**src/rtl/pipo_arb_pkg.sv**
```systemverilog
// pipo_arb_pkg: shared state encodings and statistics constants for pipo_rr_arbiter.
package pipo_arb_pkg;
    typedef enum logic {ST_IDLE = 1'b0, ST_HOLD = 1'b1} state_t;
    localparam int STAT_W = 8;
    localparam logic [STAT_W-1:0] STAT_MAX = 8'hFF;
endpackage

```
**src/rtl/pipo_rr_pick.sv**
```systemverilog
// pipo_rr_pick: round-robin winner search starting at ptr (rotate, fixed-priority pick, un-rotate).
module pipo_rr_pick #(
    parameter int NREQ = 4,
    parameter int ID_W = $clog2(NREQ)
) (
    input  logic [NREQ-1:0] req,
    input  logic [ID_W-1:0] ptr,
    output logic [ID_W-1:0] winner,
    output logic            any_req
);
    logic [2*NREQ-1:0] dbl;
    logic [NREQ-1:0]   rot;
    logic [ID_W-1:0]   off;
    logic [ID_W:0]     sum;

    assign dbl     = {req, req} >> ptr;
    assign rot     = dbl[NREQ-1:0];
    assign any_req = |req;

    always_comb begin
        off = '0;
        for (int i = NREQ - 1; i >= 0; i--)
            if (rot[i]) off = ID_W'(i);
        sum    = {1'b0, ptr} + {1'b0, off};
        winner = (sum >= (ID_W+1)'(NREQ)) ? ID_W'(sum - (ID_W+1)'(NREQ)) : sum[ID_W-1:0];
    end
endmodule

```
**src/rtl/pipo_rr_arbiter.sv**
```systemverilog
// pipo_rr_arbiter: round-robin arbiter loading the winner's word into a shared register held HOLD_CYCLES cycles.
// Define ARB_STATS_EN to build saturating per-requester grant counters.
module pipo_rr_arbiter
    import pipo_arb_pkg::*;
#(
    parameter int WIDTH       = 4,
    parameter int NREQ        = 4,
    parameter int HOLD_CYCLES = 2
) (
    input  logic                     clk,
    input  logic                     rst_n,
    input  logic [NREQ-1:0]          req,
    input  logic [NREQ*WIDTH-1:0]    d_in,
    output logic [NREQ-1:0]          gnt,
    output logic [$clog2(NREQ)-1:0]  gnt_id,
    output logic [WIDTH-1:0]         d_out,
    output logic                     d_valid,
    output logic [NREQ*STAT_W-1:0]   grant_cnt
);
    localparam int ID_W  = $clog2(NREQ);
    localparam int CNT_W = HOLD_CYCLES > 1 ? $clog2(HOLD_CYCLES) : 1;

    state_t           state;
    logic [ID_W-1:0]  ptr;
    logic [ID_W-1:0]  winner;
    logic [CNT_W-1:0] cnt;
    logic             any_req;
    logic             load;

    pipo_rr_pick #(.NREQ(NREQ), .ID_W(ID_W)) u_pick (
        .req     (req),
        .ptr     (ptr),
        .winner  (winner),
        .any_req (any_req)
    );

    // A new grant starts from IDLE or back-to-back once the current hold expires.
    assign load = any_req && (state == ST_IDLE || cnt == '0);

    always_ff @(posedge clk or negedge rst_n) begin
        if (!rst_n) begin
            state   <= ST_IDLE;
            gnt     <= '0;
            gnt_id  <= '0;
            d_out   <= '0;
            d_valid <= 1'b0;
            ptr     <= '0;
            cnt     <= '0;
        end else begin
            d_valid <= load;
            if (load) begin
                state  <= ST_HOLD;
                gnt    <= {{(NREQ-1){1'b0}}, 1'b1} << winner;
                gnt_id <= winner;
                d_out  <= d_in[winner*WIDTH +: WIDTH];
                ptr    <= (winner == ID_W'(NREQ-1)) ? '0 : winner + 1'b1;
                cnt    <= CNT_W'(HOLD_CYCLES-1);
            end else if (state == ST_HOLD && cnt != '0) begin
                cnt <= cnt - 1'b1;
            end else begin
                state <= ST_IDLE;
                gnt   <= '0;
            end
        end
    end

`ifdef ARB_STATS_EN
    logic [NREQ*STAT_W-1:0] stats;

    always_ff @(posedge clk or negedge rst_n) begin
        if (!rst_n) begin
            stats <= '0;
        end else if (load) begin
            for (int i = 0; i < NREQ; i++)
                if (winner == ID_W'(i) && stats[i*STAT_W +: STAT_W] != STAT_MAX)
                    stats[i*STAT_W +: STAT_W] <= stats[i*STAT_W +: STAT_W] + 1'b1;
        end
    end

    assign grant_cnt = stats;
`else
    assign grant_cnt = '0;
`endif
endmodule
```
**config.mk**
```make
export PLATFORM = sky130hd
export DESIGN_NAME = pipo_rr_arbiter
export DESIGN_NICKNAME = d
export VERILOG_FILES = /design/src/rtl/pipo_arb_pkg.sv /design/src/rtl/pipo_rr_pick.sv /design/src/rtl/pipo_rr_arbiter.sv
export SDC_FILE = /design/constraint.sdc
export NUM_CORES = 1
export LEC_CHECK = 0
export BUFFER_PORTS_ARGS = -buffer_cell sky130_fd_sc_hd__buf_4
export CELL_PAD_IN_SITES_DETAIL_PLACEMENT = 1
export CELL_PAD_IN_SITES_GLOBAL_PLACEMENT = 1
export CORE_ASPECT_RATIO = 1.4
export CORE_MARGIN = 8
export CORE_UTILIZATION = 34
export DETAILED_ROUTE_END_ITERATION = 6
export GPL_TIMING_DRIVEN = 0
export PLACE_DENSITY_LB_ADDON = 0.1
export SLEW_MARGIN = 20
export SYNTH_ARGS = -nofsm -noshare
export SYNTH_HDL_FRONTEND = slang
export SYNTH_SLANG_ARGS = --single-unit
```
**constraint.sdc**
```tcl
create_clock -name clk -period 4.3 [get_ports clk]
set_input_delay 0.645 -clock clk [delete_from_list [all_inputs] [get_ports clk]]
set_output_delay 0.645 -clock clk [all_outputs]
set_load 0.05 [all_outputs]
```
# Word level (Yosys, flattened, before mapping)
# Index checks and enable logic that the tools add are counted.
[word_totals] elab_cells=36 out_inout_bits=43 input_bits=22 ff_bits=15
[classes] bitwise_logic=2 muxes=12 n_lt_le_gt_ge=1 n_reduce_logical=5 shifts=3 add_sub_neg=4 eq_ne=2
[op_table] op="$shiftx A16 B5 Y4" n=1
[op_table] op="$mux W2" n=6
[op_table] op="$mux W4" n=2
[op_table] op="$shr A8 B2 Y4" n=1
[op_table] op="$mux W1" n=4
[op_table] op="$reduce_or A4 Y1" n=1
[op_table] op="$shl A1 B2 Y4 const A" n=1
[op_table] op="$add A2 B2 Y3" n=1
[op_table] op="$ge A3 B3 Y1 const B" n=1
[op_table] op="$add A2 B1 Y2 const B" n=1
[op_table] op="$eq A2 B2 Y1 const B" n=1
[op_table] op="$logic_and A1 B1 Y1" n=2
[op_table] op="$ne A2 B2 Y1 const B" n=1
[op_table] op="$not A1 Y1" n=2
[op_table] op="$reduce_bool A2 Y1" n=1
[op_table] op="$sub A2 B1 Y2 const B" n=1
[op_table] op="$logic_or A1 B1 Y1" n=1
[op_table] op="$sub A1 B1 Y1 const B" n=1

# Longest topological paths before layout
[depth] ltp_word=10 depth_mapped=13 ltp_nobuf=12

# By module
# From an unflattened synthesis, not the netlist that was laid out.
[unflattened] cells_unflattened=112 area_unflattened_um2=1159.9
[modules_own_cells] mod="pipo_rr_arbiter" area_per_inst_um2=980.9 seq_area_each_um2=375.4 cells_per_inst=85 instances=1
[modules_own_cells] mod="pipo_rr_pick" area_per_inst_um2=178.9 seq_area_each_um2=0.0 cells_per_inst=27 instances=1

# Worst setup path after synthesis
# No wires, ideal clock.
[synth_timing] path_kind="in2reg" start="in req[0]" end="reg d_out[2]" path_buffers=1 stages=12 t_required_ns=4.176 path_slack_ns=1.539 arrival_ns=2.637 setup_ns=0.124 cell_sequence="inv_1 o21ai_0 a21oi_1 nor3_1 a21oi_1 ha_1 clkbuf_1 mux2i_1 nor2_1 o21ai_0 a21oi_1 a211o_1"
[synth_between] elab_chain_len=9 word_cells_on_any_way=12 classes_between="add/sub (2); order compare (1); shift (2); mux (5); reduce/logical (2)"
[synth_lines] item="from (decl)" line="pipo_rr_arbiter.sv:12" text="input logic [NREQ-1:0] req,"
[synth_lines] item="$shr A8 B2 Y4" line="pipo_rr_pick.sv:16" text="assign dbl = {req, req} >> ptr;"
[synth_lines] item="$mux W2 (4 in a row)" line="pipo_rr_pick.sv:23" text="if (rot[i]) off = ID_W'(i);"
[synth_lines] item="$add A2 B2 Y3" line="pipo_rr_pick.sv:24" text="sum = {1'b0, ptr} + {1'b0, off};"
[synth_lines] item="$ge A3 B3 Y1 or $sub A2 B1 Y2 (tied branches)" line="pipo_rr_pick.sv:25" text="winner = (sum >= (ID_W+1)'(NREQ)) ? ID_W'(sum - (ID_W+1)'(NREQ)) : sum[ID_W-1:0];"
[synth_lines] item="$mux W2" line="pipo_rr_pick.sv:25"
[synth_lines] item="$shiftx A16 B5 Y4" line="pipo_rr_arbiter.sv:55" text="d_out <= d_in[winner*WIDTH +: WIDTH];"
[synth_lines] item="to (signal assigned)" line="pipo_rr_arbiter.sv:55"
[synth_lines] item="to (decl)" line="pipo_rr_arbiter.sv:16" text="output logic [WIDTH-1:0] d_out,"
# Parallel ways exist; a longest one is shown, timed or not.
# A chain may end at the register's enable or synchronous reset.

# Worst setup path after layout
# Same ends and word-level chain as after synthesis.

==> flow_metrics.tcl <==
set metrics [dict create \
    antenna_cells 0 \
    worstSetupEndpointType "flop" \
    synth_area_leaders "dfrtp_1 29%, buf_4 19%, mux2i_1 7.0%, a211o_1 5.4%, o21ai_0 5.0%" \
    antenna_found_initial 0 \
    yosysUniqueCellTypes 33 \
    numPortBuffers 32 \
    first_iter_violations 33 \
    wl_microns 3550 \
    core_sq_mm 0.00364 \
    cts.clk_slew.worst_paths_ns 0.06 \
    via_count 1197 \
    nNetsFinal 244 \
    ir_worst_vdd_mv 0.473 \
    yosys_warnings 0 \
    pin_count 65 \
    setup.worst_path.end "d_out[2]" \
    clkLatencyLatePin_ns 0.25 \
    worstMarginPinSlew_ns 0.672 \
    r2r_end "d_out[2]" \
    cts_resized 0 \
    hold_buffers 0 \
    grt_pass1_wl_microns 5750 \
    cts.path.max_buffers 2 \
    cts_htree_levels 1 \
    rr_startpoint "ptr[1]" \
    dpl.hpwl_microns 3000 \
    routed_via_density 4.59 \
    yosysMostFrequentCell "buf_4" \
    clock_sinks 15 \
    synth_area_sq_mm 0.00129 \
    skew_ns 0.000524 \
    hold_violations 0 \
    wl_per_cell_microns 13.6 \
    p_total_mw 1.31 \
    die_h_microns 89.0 \
    post_cts_buffers 0 \
    synth_edf_count 0 \
    syn2layout_area_growth_pct 35.2 \
    rows 26 \
    criticalPathCategory "primary input to flop" \
    synth_cells 152 \
    cap_viol_max_count 0 \
    status "completed" \
    pwr_density_cell_mw_per_mm2 749 \
    critPathRequiredTime_ns 4.44 \
    drv_slew 0 \
    grt_use_total 0.119 \
    grt_setup_unrepaired "false" \
    synth-async-reset-ratio 1.00 \
    relSlewSlack 0.552 \
    setup_violations 0 \
    drc 0 \
    period_minus_slack_ns 2.98 \
    arrival_ns 3.11 \
    netlist_top_cells_count "32 x buf_4, 16 x nor2_1, 15 x dfrtp_1" \
    worstRegToRegCells 13 \
    dp.cells 257 \
    grt_overflow 0 \
    numCtsBuffers 3 \
    layout-drive-gt1-share 0.347 \
    first_global_vias 1288 \
    grt_start_max_net_pins 16 \
    startpoint "req[0]" \
    cts_tree "yes" \
    ant_nets 0 \
    die_width_microns 68.1 \
    min_path_type "primary input to asynchronous set/reset pin" \
    synth-main-ff-cell "dfrtp_1" \
    start_util 0.355 \
    startpoint_type "primary input" \
    synth_top_area_cell "dfrtp_1" \
    yosysSeqAreaShare 0.290 \
    path_max_fanout 10 \
    rrSetupSlack_ns 1.36 \
    firstDrtPassIters 4 \
    p_leak_nw 0.935 \
    finalCritPeriodShare 0.692 \
    finalCoreUtilization 0.480 \
    finalNonFillerCells 261 \
    die_area_sq_mm 0.00606 \
    synth_seq_cells 15 \
    synthDominantCellAreaShare 0.290 \
    max_freq_mhz 336 \
    root_buffer "clkbuf_8" \
    setup-tns-final_ns 0 \
    place.gp.congestion 0.777 \
    syn_avg_cell_area_sq_um 8.51 \
]
kinds of logic after synthesis:
kind of cell / Yosys count / synth area share
AOI/OAI and AO/OA: 37 / 0.206
xor gates and xnor gates: 5 / 0.0503
adders and majority gates: 2 / 0.0193
buffers and inverters: 41 / 0.215
DFF: 15 / 0.290
muxes: 9 / 0.0696
other: 1 / 0.00290
and+or+nand+nor: 42 / 0.147
cell type report:
type | instances | area, sq um
flip-flops and latches | 15 | 375
well taps | 42 | 52.6
inverters | 4 | 15.0
plain buffers | 37 | 263
multi-input cells | 127 | 757
clock buffers | 3 | 41.3
clock inverters | 1 | 5.00
fillers | 467 | 1890
repair buffers | 32 | 240
worst min-delay path by stage:
| stage | endpoint | slack (ns) | cells past startpoint |
|---|---|---|---|
| floorplan | cnt | 0.35 | 0 |
| global placement | cnt | 0.44 | 1 |
| detailed placement | cnt | 0.46 | 1 |
| CTS | d_out[3] | 0.24 | 1 |
| global route | d_out[3] | 0.24 | 1 |
| finish | d_out[3] | 0.24 | 1 |
layout by cell type, fill, tap and decap left out, types with 4 or more instances in the layout:
cell type / n
nand2_1: 13
dfrtp_1: 15
conb_1: 32
mux2i_1: 9
a21oi_1: 8
a211o_1: 8
o21ai_0: 13
nor2_1: 16
nand2b_1: 4
buf_4: 64
layer usage:
metal / global-route usage / wire length [microns]
met5: 0 / 0
met4: 0.0336 / 30
met3: 0.0276 / 262
met2: 0.223 / 1900
met1: 0.125 / 1350
report_power, final:
group	internal [mW]	switching [mW]	leakage (nW)	total (mW)
registers	0.206	0.0387	0.182	0.244
clock network	0.0642	0.0497	0.0255	0.114
logic	0.356	0.597	0.728	0.953
flip-flops by register name (all words and copies together), names as in the netlist:
name / cells
cnt: 1
d_out: 4
d_valid: 1
gnt: 4
gnt_id: 2
ptr: 2
state: 1
per-stage QoR:
step | hold slack [ns] | setup WS (ns) | instance area (sq um)
5_1_grt | 0.244 | 1.04 | 1750
3_5_place_dp | 0.460 | 0.997 | 1700
2_1_floorplan | 0.349 | 1.54 | 1410
6_report | 0.240 | 1.32 | 1750
3_3_place_gp | 0.443 | 1.13 | 1700
4_1_cts | 0.243 | 1.28 | 1750
worst max-delay path: stages:
cell and delay [ns]:
buf_4 0.12, inv_1 0.08, o21ai_0 0.16, a21oi_1 0.10
nor3_1 0.17, a21oi_1 0.08, ha_1 0.30, clkbuf_1 0.52
mux2i_1 0.35, nor2_1 0.06, o21ai_0 0.19, a21oi_1 0.10
a211o_1 0.24
(Power assumes the default switching activity.)
